<file path="config.mk">
export PLATFORM = sky130hd
export DESIGN_NAME = rnd_burst_arbiter
export DESIGN_NICKNAME = d
export VERILOG_FILES = /design/src/rtl/rnd_burst_arbiter.sv
export SDC_FILE = /design/constraint.sdc
export NUM_CORES = 1
export LEC_CHECK = 0
export CELL_PAD_IN_SITES_DETAIL_PLACEMENT = 0
export CELL_PAD_IN_SITES_GLOBAL_PLACEMENT = 2
export CORE_MARGIN = 2
export CORE_UTILIZATION = 14
export CTS_CLUSTER_DIAMETER = 120
export DETAILED_ROUTE_END_ITERATION = 6
export GPL_TIMING_DRIVEN = 0
export PLACE_DENSITY = 0.87
export SLEW_MARGIN = 20
export SYNTH_ARGS = -nofsm -noshare
export SYNTH_HDL_FRONTEND = slang
export SYNTH_SLANG_ARGS = --single-unit
</file>
<file path="constraint.sdc">
create_clock -name clk -period 1.5 [get_ports clk]
set_clock_uncertainty 0.05 [all_clocks]
set_input_delay 0.3 -clock clk [delete_from_list [all_inputs] [get_ports clk]]
set_output_delay 0.3 -clock clk [all_outputs]
set_load 0.05 [all_outputs]
</file>
<file path="src/rtl/rnd_burst_arbiter.sv">
// rtl/rnd_burst_arbiter.sv - round-robin arbiter handing fixed-length bursts of PRNG words to requesters
module rnd_burst_arbiter #(
    parameter int N     = 4,
    parameter int W     = 32,
    parameter int BURST = 4
) (
    input  logic         clk,
    input  logic         rst,
    input  logic [W-1:0] in_data,
    input  logic         in_valid,
    output logic         in_ready,
    input  logic [N-1:0] req,
    output logic [N-1:0] gnt,
    output logic [W-1:0] out_data,
    output logic [N-1:0] out_valid,
    input  logic [N-1:0] out_ready,
    output logic         out_last
);

    localparam int IW = (N > 1) ? $clog2(N) : 1;
    localparam int CW = $clog2(BURST) + 1;

    localparam logic [0:0] IDLE = 1'b0;
    localparam logic [0:0] BUSY = 1'b1;

    logic [0:0]    state_q, state_d;
    logic [N-1:0]  gnt_q, gnt_d;
    logic [CW-1:0] cnt_q, cnt_d;
    logic [IW-1:0] ptr_q, ptr_d;
    logic [IW-1:0] idx_q, idx_d;

    logic [IW-1:0] sel;
    logic [IW-1:0] cand;
    logic          found;
    logic          busy;
    logic          last;
    logic          xfer;

    assign busy = (state_q == BUSY);
    assign last = busy && (cnt_q == CW'(BURST - 1));

    assign out_data  = in_data;
    assign gnt       = gnt_q;
    assign out_valid = busy ? (gnt_q & {N{in_valid}}) : '0;
    assign in_ready  = busy & (|(gnt_q & out_ready));
    assign out_last  = last;
    assign xfer      = in_valid & in_ready;

    // First requester at or above ptr, wrapping past N-1 back to 0.
    always_comb begin
        sel   = '0;
        cand  = '0;
        found = 1'b0;
        for (int k = 0; k < N; k++) begin
            cand = IW'((int'(ptr_q) + k) % N);
            if (!found && req[cand]) begin
                found = 1'b1;
                sel   = cand;
            end
        end
    end

    always_comb begin
        state_d = state_q;
        gnt_d   = gnt_q;
        cnt_d   = cnt_q;
        ptr_d   = ptr_q;
        idx_d   = idx_q;
        case (state_q)
            IDLE: begin
                gnt_d = '0;
                if (found) begin
                    state_d = BUSY;
                    gnt_d   = N'(1) << sel;
                    cnt_d   = '0;
                    idx_d   = sel;
                end
            end
            default: begin
                if (xfer) begin
                    if (last) begin
                        state_d = IDLE;
                        gnt_d   = '0;
                        ptr_d   = IW'((int'(idx_q) + 1) % N);
                    end else begin
                        cnt_d = cnt_q + 1'b1;
                    end
                end
            end
        endcase
    end

    always_ff @(posedge clk or posedge rst) begin
        if (rst) begin
            state_q <= IDLE;
            gnt_q   <= '0;
            cnt_q   <= '0;
            ptr_q   <= '0;
            idx_q   <= '0;
        end else begin
            state_q <= state_d;
            gnt_q   <= gnt_d;
            cnt_q   <= cnt_d;
            ptr_q   <= ptr_d;
            idx_q   <= idx_d;
        end
    end

endmodule

</file>
==> results of run 1 <==
## worst max-delay path by stage
stage,startpoint,end,slack [ns],cells past startpoint
global route,cnt_q[1],ptr_q[1],-0.15,6
CTS,cnt_q[0],out_last,-0.12,4
detailed placement,in_valid,out_valid[0],-0.72,3
finish,cnt_q[1],ptr_q[1],-0.13,6
floorplan,gnt[2],ptr_q[1],-0.01,4
global placement,in_valid,out_valid[3],-0.72,3
## synthesized netlist by cell type (all sizes together)
cell / count / area share
a21oi: 5 / 0.027
a31oi: 1 / 0.0067
nand2: 6 / 0.024
nor2b: 1 / 0.015
or2: 1 / 0.0067
mux2: 1 / 0.016
o32ai: 1 / 0.0094
dfrtp: 12 / 0.32
a21o: 2 / 0.016
and3: 4 / 0.027
xor2: 1 / 0.0094
and2: 1 / 0.0067
buf: 32 / 0.26
ha: 2 / 0.027
a211o: 1 / 0.0094
and4b: 1 / 0.011
o21ai: 2 / 0.011
o32a: 1 / 0.011
nand2b: 3 / 0.020
inv: 6 / 0.024
a32o: 4 / 0.046
nor2: 2 / 0.0081
and4: 1 / 0.012
a22oi: 2 / 0.016
mux2i: 4 / 0.043
clkbuf: 2 / 0.0081
a211oi: 1 / 0.0081
## metrics by stage
step                cells  hold WS (ns)  instance area (µm²)
finish                240         0.318                 1700
global route          240         0.370                 1700
CTS                   235         0.339                 1650
detailed placement    229         0.444                 1570
global placement      229         0.438                 1570
floorplan             100         0.114                  956
## area by class of cell
class,count,area (µm²),area share
multi-input combinational,48,435,0.257
buffer,33,255,0.151
inverter,6,22.5,0.0133
clock buffer,4,45.0,0.0266
tap,77,96.3,0.0568
timing repair buffer,60,536,0.316
sequential,12,305,0.180
## cells in the final DEF (no fill, tap or decap), types with 2 or more instances in the layout
cell type,n
buf_6,5
dfrtp_1,8
clkbuf_2,2
a21o_1,2
o21ai_0,2
mux2i_1,3
a22oi_2,2
buf_8,2
and3_1,4
clkdlybuf4s15_2,2
nand2b_1,2
a32o_1,2
buf_4,40
clkdlybuf4s50_1,3
dfrtp_2,4
inv_1,5
clkbuf_8,3
a32o_2,2
nand2_1,5
a21oi_1,4
nor2_1,2
dlygate4sd2_1,39
## worst max-delay path, cell delays in order (launching register included)
cell and delay (ns):
dfrtp_1 0.38, ha_2 0.20, ha_4 0.16, buf_4 0.13, buf_6 0.11, and4_4 0.18
mux2_4 0.29
## power by group
part / leakage (µW) / internal (µW) / switching, µW / total [µW]
Combinational: 0.000690 / 668 / 899 / 1570
Clock: 0.0000228 / 187 / 114 / 300
Sequential: 0.000143 / 462 / 138 / 599
Total: 0.000856 / 1320 / 1150 / 2470
## registers in the layout, indices dropped and copies added (netlist names)
signal	count
busy	1
cnt_q	3
gnt	4
idx_q	2
ptr_q	2
## cells by family after synthesis
kind of cell	after synthesis	share of synthesized area
XOR/XNOR	1	0.00942
AND/OR/NAND/NOR	20	0.131
AO/OA/AOI/OAI	20	0.160
adder cells (fa/ha/maj)	2	0.0269
buffers and inverters	40	0.291
multiplexers	5	0.0592
flip-flops	12	0.323
## routing by layer
layer	vias up	part of all wire	GRT usage	wire length, µm
met5	-	0	0	0
met4	0	0.014	0.0274	36
met3	4	0.092	0.0202	229
met2	49	0.54	0.124	1350
met1	415	0.35	0.0641	873
li1	446	-	-	-
## repair_timing
action | 4_1_cts | 5_1_grt
pin swaps | 8 | 3
gates resized for setup | 100 | 9
setup buffers | 3 | 5
hold buffers | 0 | 0
setup endpoints to repair | 52 | 11
==> results.toml, run 1 <==
[run_status]
outcome = "finished, violations left"
violations = "negative setup slack"

[sta]
worst_slack_ns = -0.130
max_freq_mhz = 614
slew_headroom = 0.669
fin_setup_tns_ns = -0.377
setup_viol = 4
finalHoldViolCount = 0
rsz0062_at_grt = "true"
worst_pin_slew_ns = 0.498
layout_min_cycle_time_ns = 1.63
finalCritPeriodShare = 1.09
slew_viol_final = 0

[placement]
portBuffers = 52
pre_cts_ws_ns = -0.719
place.detailed.hpwl_um = 1990
place.gp.congestion = 0.725

[setup_path]
cp_max_fo = 3
critPathRequiredTime_ns = 1.57
startpoint_type = "flop"
worstPathArrival_ns = 1.70
worstSetupEndpointType = "flop"
regToRegSetupSlack_ns = -0.13
r2r-start = "cnt_q[1]"
ff2ff_path_depth = 6
r2r_end = "ptr_q[1]"
crit_type = "flop to flop"

[pwr]
power.density_nw_per_um2 = 1450
power_uw = 2470
p_leak_uw = 0.000856
peakVddDrop_uv = 646

[route]
vias_per_cell = 3.81
ant_nets = 0
drt-wirelength-per-cell_um = 10.4
drt_first_pass_iters = 4
drc = 0
drt-total-wl_um = 2490
num_vias = 914
drtIter0Drc = 11

[clocking]
clock_path_buffers = 2
clock_sinks = 12
cts.clk_slew.worst_paths_ns = 0.05
cts_root_buf = "clkbuf_8"
clock_latency_ns = 0.24
cts_tree = "built"
htree_num_levels = 1
numCtsBuffers = 3

[final_layout]
fin_util = 0.265
layout-drive-gt1-share = 0.466
area_growth_pct = 82.4
fill_cells = 688
diodes = 0
nets = 209

[logic_synthesis]
syn-num-nets = 145
syn_avg_cell_area_um2 = 9.30
netlist_area_um2 = 930
syn_inst = 100
ys_warn_count = 0
synth_cell_types = 29
ys_ff_latch = 12
synth_seq_area_share = 0.323

[job]
maxCapViolCount = 0

[floorplan]
fp.dieW_um = 85.5
rows = 29
die_y_um = 85.5
start_util = 0.146
core_um2 = 6390
ios = 85
die_area_um2 = 7310

[global_route]
grt_max_degree = 13
grt_pass1_wl_um = 3870
gr-total-overflow = 0
grtUsageTotal = 0.0650
grt_pass1_vias = 851
antenna_found_initial = 0

[hold_path]
hp-class = "input pin to async pin"
No activity file was read; power rests on OpenSTA's default activity.
==> inputs of run 2 (changes only) <==
==> constraint.sdc (replaced) <==
create_clock -name clk -period 1.5 [get_ports clk]
set_clock_uncertainty 0.05 [all_clocks]
set_input_delay 0.15 -clock clk [delete_from_list [all_inputs] [get_ports clk]]
set_output_delay 0.15 -clock clk [all_outputs]
set_load 0.05 [all_outputs]
==> run 2 against run 1 <==
Net effect: the run now ends clean; critical path type is now flop to output port; design area shrank 3.5%; largest power group unchanged; first-iteration DRC count up 110%; core utilization decreased by 0.92 points; fmax is 9.5% higher; cell count shrank 2.9%; critical endpoint is now out_last.
==> results.toml, run 2 (synthesized netlist as in run 1, its figures left out) <==
[global_route]
grt_pass1_wl_um = 3730
gr-total-overflow = 0
antenna_found_initial = 0
grtUsageTotal = 0.0635
grt_pass1_vias = 814
grt_max_degree = 13

[clocking]
cts_tree = "built"
clock_path_buffers = 2
cts_root_buf = "clkbuf_8"
clock_sinks = 12
htree_num_levels = 1
numCtsBuffers = 3
clock_latency_ns = 0.24
cts.clk_slew.worst_paths_ns = 0.06

[pwr]
peakVddDrop_uv = 748
power.density_nw_per_um2 = 1420
p_leak_uw = 0.000767

[route]
highest_layer = "met4"
drt-wirelength-per-cell_um = 10.2
wl_met1_um = 910
dr_wl_met2_um = 1220
drtIter0Drc = 23
dr_wl_met3_um = 235
drt_first_pass_iters = 4
drt-total-wl_um = 2380
drc = 0
num_vias = 896
vias_per_cell = 3.85
ant_nets = 0

[final_layout]
area_growth_pct = 76.0
instances_no_fill = 233
final_cell_mix = "clkdlybuf4s50_1 (42), buf_4 (33), dfrtp_1 (8)"
fill_cells = 703
nets = 202
diodes = 0
layout-drive-gt1-share = 0.410
largest_reg_flops = 4
final_common_cell = "clkdlybuf4s50_1"
fin_util = 0.256

[placement]
place.gp.congestion = 0.750
place.detailed.hpwl_um = 1940
portBuffers = 52
pre_cts_ws_ns = -0.437
dp.cells = 229

[floorplan]
fp.dieW_um = 85.5
rows = 29
die_area_um2 = 7310
core_um2 = 6390
ios = 85
die_y_um = 85.5
start_util = 0.146

[sta]
layout_min_cycle_time_ns = 1.49
setup_viol = 0
worst_slack_ns = 0.0111
slew_headroom = 0.666
rsz0062_at_grt = "true"
max_freq_mhz = 672
finalCritPeriodShare = 0.993
slew_viol_final = 0
worst_pin_slew_ns = 0.500
finalHoldViolCount = 0

[setup_path]
r2r-start = "cnt_q[0]"
cp_max_fo = 4
worstPathArrival_ns = 1.29
worstSetupEndpointType = "output port"
startpoint_type = "flop"
regToRegSetupSlack_ns = 0.08
critPathRequiredTime_ns = 1.30
crit_path_start = "cnt_q[0]"
crit_type = "flop to output port"

[run_status]
outcome = "finished clean"

[job]
maxCapViolCount = 0

[hold_path]
hp-class = "input pin to async pin"
[run 2: cell types whose count changed in the layout (fill, tap and decap cells not counted), sizes merged]
cell,previous run,this run
clkdlybuf4s50,3,42
clkdlybuf4s15,2,0
dlygate4sd2,39,4
buf,47,38
[run 2: layout make-up]
cell class	count	area, µm²	share of cell area
repair buffers	53	502	0.307
flip-flops and latches	12	305	0.187
multi-input cells	48	408	0.249
well taps	77	96.3	0.0589
plain buffers	33	248	0.151
inverters	6	22.5	0.0138
clock buffers	4	55.1	0.0336
[run 2: worst max-delay path: stages (launching register included)]
cell and delay [ns]:
dfrtp_1 0.39, ha_2 0.19, ha_4 0.17, and2_4 0.15
buf_6 0.14
[run 2: stage by stage]
| stage | hold slack (ns) | TNS [ns] | total power [µW] | area, µm² |
|---|---|---|---|---|
| 4_1_cts | 0.193 | 0 | 2310 | 1610 |
| 6_report | 0.170 | 0 | 2330 | 1640 |
| 3_5_place_dp | 0.445 | -4.05 | 1980 | 1570 |
| 3_3_place_gp | 0.436 | -3.99 | 1960 | 1570 |
| 5_1_grt | 0.226 | -0.0480 | 2500 | 1640 |
| 2_1_floorplan | -0.0356 | 0 | 1560 | 948 |
[run 2: power by group]
part / switching (µW) / total (µW) / internal [µW]
clock: 121 / 352 / 232
combinational: 843 / 1390 / 548
sequential: 127 / 588 / 461
[run 2: worst paths after layout]
path | to | cells after the start
worst min-delay path | busy | 2
worst max-delay path | out_last | 4
worst min register to register | ptr_q[0] | 1
max in group asynchronous | gnt[2] | 2
worst max register to register | cnt_q[0] | 4
min in group clk | ptr_q[0] | 1
[run 2: metal layers]
| metal | vias up | global-route usage |
|---|---|---|
| met1 | 416 | 0.0690 |
| met3 | 2 | 0.0231 |
| met2 | 48 | 0.116 |
| met4 | 0 | 0.0173 |
| li1 | 430 | - |
| met5 | - | 0 |
[run 2: timing repair]
item | CTS | global route
buffers inserted | 0 | 1
endpoints found under the setup margin | 18 | 16
pin swaps | 1 | 4
hold buffers | 0 | 0
gates resized for setup | 41 | 7
==> inputs of run 3 (changes only) <==
Settings changed: CORE_UTILIZATION 14 to 16, CTS_BUF_LIST from default to sky130_fd_sc_hd__clkbuf_8, PLACE_DENSITY 0.87 to 0.93.
Clock period 1.5 ns to 1.6 ns, I/O delays scaled along.
==> run 3 against run 2 <==
Net effect: core utilization rose by 3.0 points; design area fell by 2.6%; critical path depth did not move; die area fell by 12%; global-route usage fell by 0.11 points; non-clock buffer count did not move; sequential share of layout area rose by 0.50 points; register-to-register slack improved by 0.03 ns; worst hold slack improved by 0.034 ns; routed wire length fell by 4.5%; via count fell by 3.3%; sequential cell count did not move.
==> results.toml, run 3 (synthesized netlist as in run 1, its figures left out) <==
[run_status]
outcome = "finished clean"

[route]
dr_wl_met3_um = 220
drt_first_pass_iters = 4
drt-wirelength-per-cell_um = 9.96
drc = 0
ant_nets = 0
vias_per_cell = 3.80
wl_met1_um = 913
num_vias = 866
dr_wl_met2_um = 1140
highest_layer = "met3"
drtIter0Drc = 28
drt-total-wl_um = 2270

[sta]
slew_viol_final = 0
slew_headroom = 0.645
rsz0062_at_grt = "true"
layout_min_cycle_time_ns = 1.55
setup_viol = 0
finalCritPeriodShare = 0.967
finalHoldViolCount = 0
worst_slack_ns = 0.0531
fin_setup_tns_ns = 0
worst_pin_slew_ns = 0.531
max_freq_mhz = 646

[setup_path]
critPathRequiredTime_ns = 1.39
worstSetupEndpointType = "output port"
path_buf_inv = 1
worstPathArrival_ns = 1.34
crit_type = "flop to output port"
path_depth = 4
max_stage_delay_ns = 0.38
cp_max_fo = 4
cp_top_family = "adder cells"
ff2ff_path_depth = 4
crit_chain = "ha_1, ha_2, and2_1, buf_6"
startpoint_type = "flop"
worst_path_max_delay_cell = "dfrtp_1"

[placement]
dpl_cell_area_um2 = 1550
place.detailed.hpwl_um = 1870
place.gp.congestion = 0.782
dp.cells = 224
pre_cts_ws_ns = -0.333
portBuffers = 52

[final_layout]
instances_no_fill = 228
layout-drive-gt1-share = 0.372
diodes = 0
nets = 202
largest_reg_flops = 4
fin_area_um2 = 1590
area_growth_pct = 71.5
final_cell_mix = "clkdlybuf4s50_1 (42), buf_4 (33), dfrtp_1 (8)"
final_common_cell = "clkdlybuf4s50_1"

[clocking]
hold_buffers = 0
clock_path_buffers = 2
clock_latency_ns = 0.24
numCtsBuffers = 3
clock_sinks = 12
cts_tree = "built"
htree_num_levels = 1
cts.clk_slew.worst_paths_ns = 0.05
cts_root_buf = "clkbuf_8"

[global_route]
gr-total-overflow = 0
grt_pass1_vias = 744
grt_max_degree = 13
grtUsageTotal = 0.0623
antenna_found_initial = 0
grt_pass1_wl_um = 3220

[floorplan]
die_y_um = 80.2
die_area_um2 = 6440
rows = 27
ios = 85
core_um2 = 5570
start_util = 0.167
fp.dieW_um = 80.2

[job]
maxCapViolCount = 0

[pwr]
power.density_nw_per_um2 = 1330
p_leak_uw = 0.000763
peakVddDrop_uv = 403

[hold_path]
hp-class = "input pin to async pin"
==> run 3: changes by cell type in the layout (fill, tap and decap cells not counted), sizes merged <==
| cell | delta |
|---|---|
| buf | +1 |
| clkbuf | -1 |
==> run 3: what timing repair did <==
action | CTS | global route
setup buffers | 0 | 1
cloned | 0 | 0
hold endpoints to repair | 0 | 0
endpoints found under the setup margin | 13 | 12
resized for setup | 27 | 13
==> run 3: final timing paths <==
path,end,start,slack (ns)
hold reg to reg,ptr_q[0],idx_q[0],0.45
setup reg to reg,ptr_q[1],gnt[0],0.11
max in group asynchronous,gnt[3],rst,0.96
setup / recovery,out_last,cnt_q[0],0.05
min in group clk,ptr_q[0],idx_q[0],0.45
hold / removal,ptr_q[1],rst,0.20
==> run 3: per-stage QoR <==
stage / total power (µW) / utilization / hold WS, ns
6_report: 2130 / 0.286 / 0.204
5_1_grt: 2270 / 0.286 / 0.256
4_1_cts: 2130 / 0.288 / 0.238
3_5_place_dp: 1830 / 0.278 / 0.436
3_3_place_gp: 1820 / 0.278 / 0.436
2_1_floorplan: 1450 / - / -0.0256
==> run 3: power by group <==
group          leakage [µW]  internal [µW]  total [µW]  switching, µW
clock             0.0000288            217         331            113
combinational      0.000591            477        1250            778
sequential         0.000143            433         543            110
==> run 3: area by class of cell <==
type / count / area [µm²]
plain buffers: 33 / 245
clock buffers: 4 / 55.1
fillers: 583 / 3980
inverters: 6 / 22.5
multi-input cells: 48 / 377
flip-flops and latches: 12 / 305
well taps: 72 / 90.1
repair buffers: 53 / 499
==> run 3: layer usage <==
metal,vias up,global-route usage
met2,42,0.116
met4,0,0.00508
met3,0,0.0281
met1,397,0.0670
met5,-,0
li1,427,-
==> run 3: worst reg2reg max path: stages, from the launching register on <==
cell	delay [ns]
dfrtp_2	0.42
a22oi_1	0.25
nand2_1	0.14
and4_4	0.23
mux2_4	0.29
